## config.mk

```make
export PLATFORM = sky130hd
export DESIGN_NAME = fxp_accumulate_seq
export DESIGN_NICKNAME = d
export VERILOG_FILES = /design/src/rtl/fxp_pkg.sv /design/src/rtl/fxp_sat_clamp.sv /design/src/rtl/fxp_accumulate_seq.sv
export SDC_FILE = /design/constraint.sdc
export NUM_CORES = 1
export LEC_CHECK = 0
export BUFFER_PORTS_ARGS = -buffer_cell sky130_fd_sc_hd__buf_2
export CORE_MARGIN = 2
export CORE_UTILIZATION = 41
export CTS_CLUSTER_SIZE = 20
export DETAILED_ROUTE_END_ITERATION = 7
export PLACE_DENSITY = 0.81
export SETUP_SLACK_MARGIN = 0.5
export SLEW_MARGIN = 15
export SYNTH_ARGS = -nofsm -noshare
export SYNTH_HDL_FRONTEND = slang
export SYNTH_SLANG_ARGS = --single-unit
export TNS_END_PERCENT = 5
```

## constraint.sdc

```tcl
create_clock -name clk -period 1.6 [get_ports clk]
set_input_delay 0.16 -clock clk [delete_from_list [all_inputs] [get_ports clk]]
set_output_delay 0.16 -clock clk [all_outputs]
set_load 0.03 [all_outputs]
```

## src/rtl/fxp_pkg.sv

```systemverilog
// rtl/fxp_pkg.sv - shared fixed-point types, saturation constants and overflow helper
//
// Purpose: common definitions for the fixed-point arithmetic units.
//   state_t      : accumulator controller states (IDLE, ACCUM, HOLD)
//   fxp_max(n)   : largest signed n-bit value, returned in FXP_MAX_W bits
//   fxp_min(n)   : smallest signed n-bit value, returned in FXP_MAX_W bits
//   fxp_add_ovf  : signed add overflow from the operand and sum sign bits
// Ports: none (package).
package fxp_pkg;

  // Widest datapath the saturation helpers support; callers cast down to N.
  localparam int FXP_MAX_W = 64;

  typedef enum logic [1:0] {
    IDLE  = 2'd0,
    ACCUM = 2'd1,
    HOLD  = 2'd2
  } state_t;

  function automatic logic [FXP_MAX_W-1:0] fxp_max(input int n);
    return (FXP_MAX_W'(1) << (n - 1)) - FXP_MAX_W'(1);
  endfunction

  // Only the low n bits are meaningful: 1 followed by n-1 zeros.
  function automatic logic [FXP_MAX_W-1:0] fxp_min(input int n);
    return FXP_MAX_W'(1) << (n - 1);
  endfunction

  // Overflow when both operands share a sign and the sum's sign differs.
  function automatic logic fxp_add_ovf(input logic a_msb, input logic b_msb,
                                       input logic s_msb);
    return (a_msb == b_msb) && (s_msb != a_msb);
  endfunction

endpackage

```

## src/rtl/fxp_sat_clamp.sv

```systemverilog
// rtl/fxp_sat_clamp.sv - signed overflow detect and optional clamp of the adder sum
//
// Purpose: derives the next accumulator value from the external adder result.
// Optional feature macro: FXP_ACC_SATURATE_EN (defined: clamp on overflow,
// undefined: wrap modulo 2**N).
// Ports:
//   add_a    in  N  adder operand A (accumulator)
//   add_b    in  N  adder operand B (incoming operand)
//   add_s    in  N  adder sum
//   ovf      out 1  signed overflow of this add
//   next_acc out N  value to load into the accumulator
module fxp_sat_clamp
  import fxp_pkg::*;
#(
  parameter int N = 32
) (
  input  logic [N-1:0] add_a,
  input  logic [N-1:0] add_b,
  input  logic [N-1:0] add_s,
  output logic         ovf,
  output logic [N-1:0] next_acc
);

  assign ovf = fxp_add_ovf(add_a[N-1], add_b[N-1], add_s[N-1]);

`ifdef FXP_ACC_SATURATE_EN
  localparam logic [N-1:0] SAT_MAX = N'(fxp_max(N));
  localparam logic [N-1:0] SAT_MIN = N'(fxp_min(N));

  // On overflow both operands share add_a's sign, so it picks the rail.
  always_comb begin
    next_acc = add_s;
    if (ovf) begin
      next_acc = add_a[N-1] ? SAT_MIN : SAT_MAX;
    end
  end
`else
  assign next_acc = add_s;
`endif

endmodule

```

## src/rtl/fxp_accumulate_seq.sv

```systemverilog
// rtl/fxp_accumulate_seq.sv - sequential accumulator around an external N-bit adder
//
// Purpose: sums a run of len signed operands using the team's combinational
// adder and returns one total with sticky overflow and carry flags.
// Optional feature macro: FXP_ACC_SATURATE_EN (saturating accumulate).
// Ports:
//   clk, rst_n          clock, asynchronous active-low reset
//   start, len          begin a run of len operands (sampled in IDLE only)
//   in_valid/in_ready   operand stream handshake, in_data operand
//   add_a/add_b/add_ci  adder operands (acc, in_data, 0)
//   add_s/add_co        adder sum and carry-out
//   out_valid/out_ready result handshake
//   out_sum/out_ovf/out_carry result total and sticky flags
//   busy                high in ACCUM and HOLD
module fxp_accumulate_seq
  import fxp_pkg::*;
#(
  parameter int N       = 32,
  parameter int COUNT_W = 8
) (
  input  logic               clk,
  input  logic               rst_n,
  input  logic               start,
  input  logic [COUNT_W-1:0] len,
  input  logic               in_valid,
  output logic               in_ready,
  input  logic [N-1:0]       in_data,
  output logic [N-1:0]       add_a,
  output logic [N-1:0]       add_b,
  output logic               add_ci,
  input  logic [N-1:0]       add_s,
  input  logic               add_co,
  output logic               out_valid,
  input  logic               out_ready,
  output logic [N-1:0]       out_sum,
  output logic               out_ovf,
  output logic               out_carry,
  output logic               busy
);

  state_t             state, state_nxt;
  logic [N-1:0]       acc;
  logic [COUNT_W-1:0] remaining;
  logic               ovf_r;
  logic               carry_r;
  logic               beat;
  logic               beat_ovf;
  logic [N-1:0]       next_acc;

  assign add_a  = acc;
  assign add_b  = in_data;
  assign add_ci = 1'b0;

  assign beat = in_valid && in_ready;

  fxp_sat_clamp #(.N(N)) u_clamp (
    .add_a    (add_a),
    .add_b    (add_b),
    .add_s    (add_s),
    .ovf      (beat_ovf),
    .next_acc (next_acc)
  );

  // State register
  always_ff @(posedge clk or negedge rst_n) begin
    if (!rst_n) begin
      state <= IDLE;
    end else begin
      state <= state_nxt;
    end
  end

  // Next-state logic; a zero-length run goes straight to HOLD with a zero total.
  always_comb begin
    state_nxt = state;
    case (state)
      IDLE:    if (start) state_nxt = (len != '0) ? ACCUM : HOLD;
      ACCUM:   if (beat && remaining == COUNT_W'(1)) state_nxt = HOLD;
      HOLD:    if (out_ready) state_nxt = IDLE;
      default: state_nxt = IDLE;
    endcase
  end

  // Output decode
  always_comb begin
    in_ready  = 1'b0;
    out_valid = 1'b0;
    busy      = 1'b0;
    case (state)
      ACCUM: begin
        in_ready = 1'b1;
        busy     = 1'b1;
      end
      HOLD: begin
        out_valid = 1'b1;
        busy      = 1'b1;
      end
      default: ;
    endcase
  end

  // Accumulator, beat counter and sticky flags
  always_ff @(posedge clk or negedge rst_n) begin
    if (!rst_n) begin
      acc       <= '0;
      remaining <= '0;
      ovf_r     <= 1'b0;
      carry_r   <= 1'b0;
    end else if (state == IDLE && start) begin
      acc       <= '0;
      remaining <= len;
      ovf_r     <= 1'b0;
      carry_r   <= 1'b0;
    end else if (beat) begin
      acc       <= next_acc;
      remaining <= remaining - COUNT_W'(1);
      ovf_r     <= ovf_r | beat_ovf;
      carry_r   <= carry_r | add_co;
    end
  end

  // Registers only change in IDLE/ACCUM, so the result is stable through HOLD.
  assign out_sum   = acc;
  assign out_ovf   = ovf_r;
  assign out_carry = carry_r;

endmodule
```

==> out/metrics.csv <==
stage,metric,value,unit
critical_path,worst setup path start,remaining[1],
synth,largest area contributor in the netlist,dfrtp_1,
sta,Finish-stage setup viols,0,
global_routing,pin count of the biggest net entering global routing,24,
clocking,Clock Root Buffer,clkbuf_8,
critical_path,Crit. End Element,flip-flop,
flow_run,Max Cap Viol,0,
synth,Synth top cells by count,"76 x nand2_1, 65 x buf_4, 44 x dfrtp_1",
sta,Period minus WS final,1.463,ns
routing,# DRC,0,
clocking,H-Tree Depth,2,
synth,"Avg Cell Area, Syn",8.657,um2
synth,Post-synth EDFFs,0,
synth,Yosys cell types,26,
floorplanning,Initial Utilization,42.17,%
cells_and_area,post-layout util,51.22,%
floorplanning,Total Die Area,6654,um2
routing,Wirelength per Cell,12.89,um
sta,fin crit share,91.42,%
global_routing,total grt overflow,0,
cells_and_area,n_diodes,0,
routing,Routed WL,5.492,mm
critical_path,critical path class,flip-flop to flip-flop,
placed_design,I/O Buffers,116,
power,maximum VDD drop,1367,uV
routing,ANT nets after route,0,
placed_design,area of placed instances,2746,um2
floorplanning,Die Ht,81.58,um
worst_hold_path,Hold Startpoint,len[5],
cells_and_area,Layout Nets,433,
floorplanning,Core ar.,5851,um2
floorplanning,Cell Rows,28,
critical_path,critical path's most frequent cell,buf_4,
power,PwrDens,2153,nW/um2
critical_path,"delay-heaviest family, CP",buffers and inverters,
sta,Fin. Hold Viols,0,
routing,vias per inst,4.751,
synth,syn_nets,368,
critical_path,CP startpoint kind,flip-flop,
sta,Worst-Margin Slew,0.5284,ns
critical_path,CP bufs+invs,4,
global_routing,Tot GR Track Use,15.39,%
synth,cell with the most instances after synthesis,nand2_1,
synth,Synth Register Bits,44,
synth,Post-synth ARST share,100.0,%
routing,via count,2024,
sta,RSZ-0062 raised after global routing,true,
routing,DR iter-0 viols,64,
clocking,CTS Buffer Depth,2,
synth,"Seq/Total Area, Yosys",44.62,%
clocking,TritonCTS clock tree,built,
clocking,clk_lat worst skew,0.29,ns
power,Pwr Total,6.451,mW
synth,"Primary FF master, synth",dfrtp_1,
critical_path,worst r2r src,remaining[1],
synth,Cells after Synth,285,
critical_path,Critical Path RT,1.80,ns
floorplanning,I/O pin cnt,180,
sta,Slew Limit Headroom,64.78,%
power,Leak Pwr,1.574,nW
run_status,status,"finished, final reports clean",
sta,setup TNS,0,ns
synth,yosys warns,0,
global_routing,number of global-route vias before repair,1709,
critical_path,WP data arrival,1.67,ns
sta,Max Clk Rate,0.6836,GHz
sta,clock skew,0.006581,ns
cells_and_area,design area,2997,um2
global_routing,initial antenna violation count,0,
cells_and_area,synth-to-layout area growth,21.45,%
worst_hold_path,worst hold path type,input pin to flip-flop,
placed_design,DP HPWL,4.002,mm
critical_path,Max Fanout on Critical Path,2,
synth,"Cell Area, Synth",2467,um2
critical_path,Critical Path Slowest Stage Cell,dfrtp_1,
synth,dominant cells by area after synthesis,"dfrtp_1 45%, buf_4 20%, nand2_1 12%",
critical_path,crit-path max cell delay,0.38,ns
sta,Slew Limit Fails,0,
clocking,Worst-path clk slew,0.08,ns
clocking,Num Clock Sinks,44,
global_routing,first-pass GRT wire length,7.879,mm
cells_and_area,layout cells sized above 1,45.87,%
placed_design,RePlAce Congestion,0.8239,
sta,WHS,0.08871,ns
critical_path,crit-path cells,inv_2 > buf_4 > buf_4 > buf_4 > ha_4 > nor2_1 > a21oi_1 > o21ai_1,
floorplanning,die width,81.58,um
clocking,total CTS buffers,5,
synth,top cell type's share of synthesized area,44.62,%
routing,router iterations before antenna repair,4,
-- per-layer routing --
layer,GRT usage [%],up-vias,share of wire [%]
met2,27.62,100,49
met5,0,-,0
li1,-,977,-
met3,3.516,11,8.0
met1,18.64,936,41
met4,3.833,0,1.3
-- placed cells by master (no fill, tap or decap), types with 2 or more instances in the layout --
master,synthesis,routed
a21oi_1,37,37
and2_4,0,2
buf_12,0,2
buf_2,4,116
buf_4,65,12
buf_6,0,3
buf_8,0,2
clkbuf_8,0,6
clkinv_2,0,2
dfrtp_1,44,42
dfrtp_2,0,2
ha_4,0,5
inv_1,7,4
inv_2,0,3
nand2_1,76,75
nand3_1,2,2
nor2_1,5,5
nor4_1,3,2
o21ai_0,9,6
o21ai_1,0,3
xnor2_1,3,3
xor2_1,4,4
-- flip-flops by register name, indices dropped and copies added, names as in the netlist --
| name | count |
|---|---|
| add_a | 32 |
| out_ovf | 1 |
| remaining | 8 |
| out_carry | 1 |
| state | 2 |
-- logic make-up (layout without fill, tap and decap cells) --
kind of cell	count (synthesis)	after routing	synth area share [%]
simple gates	93	93	16.33
buf+inv	85	151	23.02
compound gates	49	49	10.24
flops	44	44	44.62
xor+xnor	7	7	2.485
fa+ha+maj	5	5	2.535
other cells	1	1	0.1520
mux	1	1	0.6083
-- worst register-to-register path, cell delays in order (launching register included) --
cell,delay (ns)
dfrtp_1,0.38
inv_2,0.07
buf_4,0.12
buf_4,0.12
buf_4,0.13
ha_4,0.20
nor2_1,0.13
a21oi_1,0.06
o21ai_1,0.17
-- per-stage QoR --
step | instances | setup WS, ns
2_1_floorplan | 285 | 0.1852
3_3_place_gp | 407 | 0.1354
3_5_place_dp | 407 | 0.09537
4_1_cts | 422 | 0.1350
5_1_grt | 426 | 0.09060
6_report | 426 | 0.1373
-- what timing repair did --
item / in CTS / in global routing
gates cloned: 0 / 0
endpoints found under the setup margin: 49 / 52
hold buffers: 1 / 0
setup buffers: 6 / 4
pin swaps: 3 / 4
gates resized for setup: 9 / 12
endpoints found under the hold margin: 21 / 0
-- layout make-up --
type / count / area (um2)
Timing Repair Buffer: 136 / 784.5
Sequential cell: 44 / 1104
Fill cell: 526 / 2854
Inverter: 7 / 26.28
Clock buffer: 6 / 82.58
Clock inverter: 2 / 10.01
Multi-Input combinational cell: 156 / 895.9
Tap cell: 75 / 93.84
-- power by group --
part	total, mW	leakage, nW	switching (mW)	internal, mW
Combinational	3.80	0.949	2.50	1.30
Clock	0.712	0.0510	0.367	0.345
Sequential	1.94	0.574	0.376	1.56
Total	6.45	1.57	3.24	3.21
-- final timing paths --
check	to	slack [ns]	cells after the start
setup reg to reg	remaining[1]	0.14	8
max in group asynchronous	remaining[3]	0.71	3
hold / removal	remaining[5]	0.09	3
hold reg to reg	out_carry	0.50	2
min in group asynchronous	remaining[5]	0.37	2
setup / recovery	remaining[1]	0.14	8
Power figures use the tool's default switching activity.
